--- src/rtl/mandelbrot_pkg.sv ---
// Shared types and widths for the Mandelbrot pixel sink and its byte FIFO.
//   state_e      : sink FSM states
//   fifo_entry_t : one buffered output byte plus its frame-last flag
package mandelbrot_pkg;

    localparam int unsigned PIX_W = 4;
    localparam int unsigned OUT_W = 8;

    typedef enum logic [1:0] {
        IDLE  = 2'd0,
        ISSUE = 2'd1,
        BUSY  = 2'd2
    } state_e;

    typedef struct packed {
        logic             last;
        logic [OUT_W-1:0] data;
    } fifo_entry_t;

endpackage

--- src/rtl/mandelbrot_byte_fifo.sv ---
// Circular byte FIFO with an explicit occupancy counter.
//   clk, reset : clock, synchronous active-high reset
//   push_i     : write data_i at the tail (never asserted when full)
//   data_i     : byte + last flag to store
//   pop_i      : remove the head entry (ignored when empty)
//   head_o     : head entry, all zeros when empty
//   count_o    : number of stored entries
//   full_o     : count == DEPTH
//   empty_o    : count == 0
module mandelbrot_byte_fifo
    import mandelbrot_pkg::*;
#(
    parameter int unsigned DEPTH = 4,
    localparam int unsigned AW    = $clog2(DEPTH),
    localparam int unsigned CNT_W = $clog2(DEPTH + 1)
) (
    input  logic             clk,
    input  logic             reset,
    input  logic             push_i,
    input  fifo_entry_t      data_i,
    input  logic             pop_i,
    output fifo_entry_t      head_o,
    output logic [CNT_W-1:0] count_o,
    output logic             full_o,
    output logic             empty_o
);

    logic [AW-1:0]    wr_ptr_q;
    logic [AW-1:0]    rd_ptr_q;
    logic [CNT_W-1:0] count_q;
    fifo_entry_t      mem_q [DEPTH];
    logic             do_pop;

    assign empty_o = (count_q == '0);
    assign full_o  = (count_q == CNT_W'(DEPTH));
    assign count_o = count_q;
    assign do_pop  = pop_i & ~empty_o;
    assign head_o  = empty_o ? '0 : mem_q[rd_ptr_q];

    // Pointers wrap naturally because DEPTH is a power of two.
    always_ff @(posedge clk) begin
        if (reset) begin
            wr_ptr_q <= '0;
            rd_ptr_q <= '0;
            count_q  <= '0;
        end else begin
            if (push_i) wr_ptr_q <= wr_ptr_q + AW'(1);
            if (do_pop) rd_ptr_q <= rd_ptr_q + AW'(1);
            count_q <= count_q + CNT_W'(push_i) - CNT_W'(do_pop);
        end
    end

    // Storage needs no reset: count_q gates every read.
    always_ff @(posedge clk) begin
        if (push_i) mem_q[wr_ptr_q] <= data_i;
    end

endmodule

--- src/rtl/mandelbrot_pixel_sink.sv ---
// Paces the Mandelbrot core one pixel at a time, packs two 4-bit results per
// byte and streams the bytes out through a small FIFO.
//   clk, reset     : clock, synchronous active-high reset
//   start          : one-cycle pulse, begins a frame when idle
//   core_run       : run pulse to the core
//   core_running   : core busy flag
//   core_ctr       : core iteration count, valid the cycle running falls
//   core_finished  : core frame-complete flag, sampled with the pixel
//   out_data       : earlier pixel in [3:0], later pixel in [7:4]
//   out_last       : byte holds the final pixel of the frame
//   out_valid      : FIFO not empty
//   out_ready      : consumer accepts the byte
//   busy           : FSM not IDLE
//   frame_done     : pulse after the last byte of a frame is popped
module mandelbrot_pixel_sink
    import mandelbrot_pkg::*;
#(
    parameter int unsigned DEPTH = 4
) (
    input  logic             clk,
    input  logic             reset,
    input  logic             start,
    output logic             core_run,
    input  logic             core_running,
    input  logic [PIX_W-1:0] core_ctr,
    input  logic             core_finished,
    output logic [OUT_W-1:0] out_data,
    output logic             out_last,
    output logic             out_valid,
    input  logic             out_ready,
    output logic             busy,
    output logic             frame_done
);

    localparam int unsigned CNT_W = $clog2(DEPTH + 1);

    state_e           state_q, state_d;
    logic             half_q, half_d;
    logic [PIX_W-1:0] pack_q, pack_d;
    logic             running_q;
    logic             core_run_q, core_run_d;
    logic             busy_q, busy_d;
    logic             frame_done_q, frame_done_d;

    logic             pixel_done;
    logic             push;
    logic             pop;
    fifo_entry_t      push_entry;
    fifo_entry_t      head;
    logic [CNT_W-1:0] fifo_count;
    logic [CNT_W-1:0] count_d;
    logic             fifo_full;
    logic             fifo_empty;

    assign pixel_done = running_q & ~core_running;
    assign out_valid  = ~fifo_empty;
    assign pop        = out_valid & out_ready;
    assign out_data   = head.data;
    assign out_last   = head.last;

    // Next-state, packing and registered-output lookahead.
    // core_run is registered, so it is computed from the state and FIFO
    // occupancy of the coming cycle: it is high exactly in ISSUE cycles
    // that have room for another byte.
    always_comb begin
        state_d      = state_q;
        half_d       = half_q;
        pack_d       = pack_q;
        push         = 1'b0;
        push_entry   = '0;
        frame_done_d = pop & head.last;

        case (state_q)
            IDLE: begin
                if (start) state_d = ISSUE;
            end
            ISSUE: begin
                if (core_run_q) state_d = BUSY;
            end
            BUSY: begin
                if (pixel_done) begin
                    if (half_q) begin
                        push            = 1'b1;
                        push_entry.last = core_finished;
                        push_entry.data = {core_ctr, pack_q};
                        half_d          = 1'b0;
                        state_d         = core_finished ? IDLE : ISSUE;
                    end else if (core_finished) begin
                        // Odd pixel count: final byte carries one pixel.
                        push            = 1'b1;
                        push_entry.last = 1'b1;
                        push_entry.data = {{PIX_W{1'b0}}, core_ctr};
                        state_d         = IDLE;
                    end else begin
                        pack_d  = core_ctr;
                        half_d  = 1'b1;
                        state_d = ISSUE;
                    end
                end
            end
            default: state_d = IDLE;
        endcase

        count_d    = fifo_count + CNT_W'(push) - CNT_W'(pop);
        core_run_d = (state_d == ISSUE) && (count_d < CNT_W'(DEPTH));
        busy_d     = (state_d != IDLE);
    end

    // State and output registers.
    always_ff @(posedge clk) begin
        if (reset) begin
            state_q      <= IDLE;
            half_q       <= 1'b0;
            pack_q       <= '0;
            running_q    <= 1'b0;
            core_run_q   <= 1'b0;
            busy_q       <= 1'b0;
            frame_done_q <= 1'b0;
        end else begin
            state_q      <= state_d;
            half_q       <= half_d;
            pack_q       <= pack_d;
            running_q    <= core_running;
            core_run_q   <= core_run_d;
            busy_q       <= busy_d;
            frame_done_q <= frame_done_d;
        end
    end

    assign core_run   = core_run_q;
    assign busy       = busy_q;
    assign frame_done = frame_done_q;

    // The ISSUE gate must keep pushes away from a full FIFO.
    assert property (@(posedge clk) disable iff (reset) !(push && fifo_full));

    mandelbrot_byte_fifo #(
        .DEPTH (DEPTH)
    ) u_fifo (
        .clk     (clk),
        .reset   (reset),
        .push_i  (push),
        .data_i  (push_entry),
        .pop_i   (pop),
        .head_o  (head),
        .count_o (fifo_count),
        .full_o  (fifo_full),
        .empty_o (fifo_empty)
    );

endmodule

--- config.mk ---
export PLATFORM = sky130hd
export DESIGN_NAME = mandelbrot_pixel_sink
export DESIGN_NICKNAME = d
export VERILOG_FILES = /design/src/rtl/mandelbrot_pkg.sv /design/src/rtl/mandelbrot_byte_fifo.sv /design/src/rtl/mandelbrot_pixel_sink.sv
export SDC_FILE = /design/constraint.sdc
export NUM_CORES = 1
export LEC_CHECK = 0
export ABC_AREA = 0
export BUFFER_PORTS_ARGS = -buffer_cell sky130_fd_sc_hd__buf_2
export CORE_UTILIZATION = 40
export DETAILED_ROUTE_END_ITERATION = 10
export PLACE_DENSITY = 0.61
export SKIP_LAST_GASP = 1
export SYNTH_ARGS = -nofsm -noshare
export SYNTH_HDL_FRONTEND = slang
export SYNTH_SLANG_ARGS = --single-unit
--- constraint.sdc ---
create_clock -name clk -period 3.81 [get_ports clk]
set_input_delay 1.143 -clock clk [delete_from_list [all_inputs] [get_ports clk]]
set_output_delay 1.143 -clock clk [all_outputs]
set_load 0.02 [all_outputs]
==> flow_summary.toml <==
[routing]
routed_wl_mm = 3.86
routed_via_density = 5.06
drc = 0
drt_pass1_iterations = 4
wl_per_cell_um = 14.7
vias = 1327
drt_iter0_drc = 91
final_antenna_net_count = 0

[synth]
ys_seq_elements = 56
synth_fp_nets = 185
post_synth.cell_area_avg_um2 = 14.1
ys_seq_area_share_pct = 62.8
synth.area.top_cells = "edfxtp_1, dfxtp_1, mux4_2"
synth_top_area_share_pct = 45.9
syn_inst = 167
synth_cell_types = 35
netlist_area_um2 = 2360
synth_area_leader_cell = "edfxtp_1"
synth_warnings = 0

[critical_path]
worstSetupEndpointType = "output port"
rr_worst_depth = 10
worstPathArrival_ns = 1.94
crit_chain = "mux4_2 > nor2b_1 > buf_2"
cp_slowest_cell = "dfxtp_1"
max_stage_delay_ns = 0.72
cp.required_ns = 2.67
startpoint_type = "flop"
cp_max_fo = 9
reg2reg_to = "core_run"
ff2ff_setup_slack_ns = 1.22
critical_path_class = "reg2out"
reg2reg_from = "half_q"

[cts]
ctsHtreeMaxLevel = 2
numClockSinks = 56
root_buffer = "clkbuf_8"
cts-buffers-inserted = 5
hold_buffers = 0
insertion_delay_ns = 0.30
clockBufferDepth = 2
path_clk_slew_ns = 0.09
post_cts_buffers = 0
cts_resized = 0
cts_tree = "yes"

[floorplanning]
die_height_um = 78.8
dieArea_um2 = 6200
row_count = 27
io_pins = 23
initial_utilization_pct = 42.0
die_x_um = 78.8
core_um2 = 5610

[global_route]
grt_pass1_wl_mm = 6.40
first_global_vias = 1305
grt_usage_pct = 14.1
grt_max_degree = 20
antenna_found_initial = 0
overflow = 0

[hold_path]
whs_endpoint = "pack_q[2]"
min_from = "pack_q[2]"
hold_path.class = "reg2reg"
worstHoldPathCells = 2

[placed_design]
place_congestion = 0.774
place_area_um2 = 2520
port_buffers = 22
dp_hpwl_mm = 2.76

[layout]
n_antenna_cell = 0
post-route-util_pct = 46.9
final_nets = 207
fillers = 529
syn2layout_area_growth_pct = 11.6
drive_gt1_share_pct = 23.7
fin_area_um2 = 2630

[timing]
fmax_ghz = 0.325
worst_pin_slew_ns = 0.767
setup_tns_ns = 0
fin_crit_sh_pct = 80.8
setup_viol = 0
finalHoldViolCount = 0
holdWs_ns = 0.476
min_period_ns = 3.08
relSlewSlack_pct = 48.6
maxSlewViolCount = 0
rsz0062_at_grt = "false"
finClkSkew_ns = 0.00577

[power]
p_comb_share_pct = 24.0
netSwitchingPower_w = 0.000399
clock_power_share_pct = 25.8
internal_power_w = 0.00101
finalPower_w = 0.00141
power.leakage_nw = 0.980
p_sw_share_pct = 28.2
vdd_drop_max_mv = 0.247
seq_power_share_pct = 50.3
p_per_area_nw_per_um2 = 537

[run_status]
status = "completed"

[job]
cap_violations = 0
## cell type report
type                    instances  area, µm²  area share, %
repair buffers                 22        110           4.19
well taps                      72       90.1           3.43
clock inverters                 3       37.5           1.43
clock buffers                   5       68.8           2.62
multi-input cells              97        816           31.0
inverters                       7       26.3          0.999
flip-flops and latches         56       1480           56.3
## placed cells by master, fill, tap and decap left out, types with 5 or more instances in the layout
| master | n |
|---|---|
| o21ai_0 | 6 |
| dfxtp_1 | 20 |
| mux4_2 | 9 |
| nand3_1 | 6 |
| ha_1 | 8 |
| a21oi_1 | 7 |
| buf_2 | 22 |
| edfxtp_1 | 36 |
| nor2_1 | 11 |
| inv_1 | 7 |
| and3_1 | 8 |
| clkbuf_8 | 5 |
| nor2b_1 | 12 |
## cells in the mapped netlist
cell type	n
nand3_1	6
or2_2	1
nand2_1	3
a31oi_1	1
a21oi_2	1
nand2b_1	4
xnor2_1	2
and3_1	8
nor3b_1	1
o21ai_0	6
nor2_1	11
nor3_2	1
mux2i_1	4
mux4_2	9
clkbuf_1	3
dfxtp_1	20
and2_1	1
edfxtp_1	36
nor2b_1	12
and4bb_4	1
o31ai_2	1
buf_2	2
a21oi_1	7
o22a_2	1
a21o_2	1
o311ai_1	1
nand4bb_1	1
clkbuf_2	1
inv_1	7
xor2_1	2
ha_1	8
or3_1	1
a2111oi_2	1
o22ai_1	1
buf_4	1
## power by group through the flow
stage                     Sequential [W]  Combinational [W]  Clock, W
after floorplan                 0.000708           0.000265         0
after global placement          0.000724           0.000337         0
after detailed placement        0.000726           0.000347         0
after CTS                       0.000712           0.000347  0.000374
after global routing            0.000716           0.000372  0.000402
final                           0.000710           0.000339  0.000364
## worst max-delay path, delay by kind of cell (launching register included)
kind	cells	cell delay, ns
buf+inv	1	0.19
flops	1	0.72
mux	1	0.59
simple gates	1	0.14
## layer usage
layer | up-vias | GRT usage [%] | wire length (µm)
met2 | 29 | 22.6 | 1890
met5 | - | 0 | 0
met4 | 0 | 7.78 | 89
met3 | 9 | 3.79 | 161
li1 | 661 | - | -
met1 | 628 | 17.3 | 1720
## flip-flops by register name, summed over array words and instances, names as in the netlist, named ones only
name             cells
busy                 1
core_run             1
frame_done           1
half_q               1
pack_q               4
running_q            1
state_q              2
u_fifo.count_o       3
u_fifo.mem_q        36
u_fifo.rd_ptr_q      2
u_fifo.wr_ptr_q      2
## kinds of logic after synthesis
kind of cell | synth area share [%]
flip-flops | 62.8
AND/OR/NAND/NOR | 12.6
AO/OA/AOI/OAI | 6.00
buffers and inverters | 2.55
multiplexers | 10.3
adder cells (fa/ha/maj) | 4.25
XOR/XNOR | 1.49
## worst max path at each step
stage / end / depth (start not counted) / slack, ns / start
6_report: out_last / 3 / 0.73 / flop
5_1_grt: out_last / 3 / 0.58 / flop
4_1_cts: out_last / 3 / 0.66 / flop
3_5_place_dp: core_run / 11 / 0.45 / core_finished
3_3_place_gp: core_run / 11 / 0.58 / core_finished
2_1_floorplan: core_run / 11 / 0.70 / core_finished
## stage by stage
step                instances  setup slack [ns]
CTS                       262             0.663
finish                    262             0.732
global route              262             0.578
global placement          254             0.577
floorplan                 167             0.701
detailed placement        254             0.447
(Power assumes the default switching activity.)
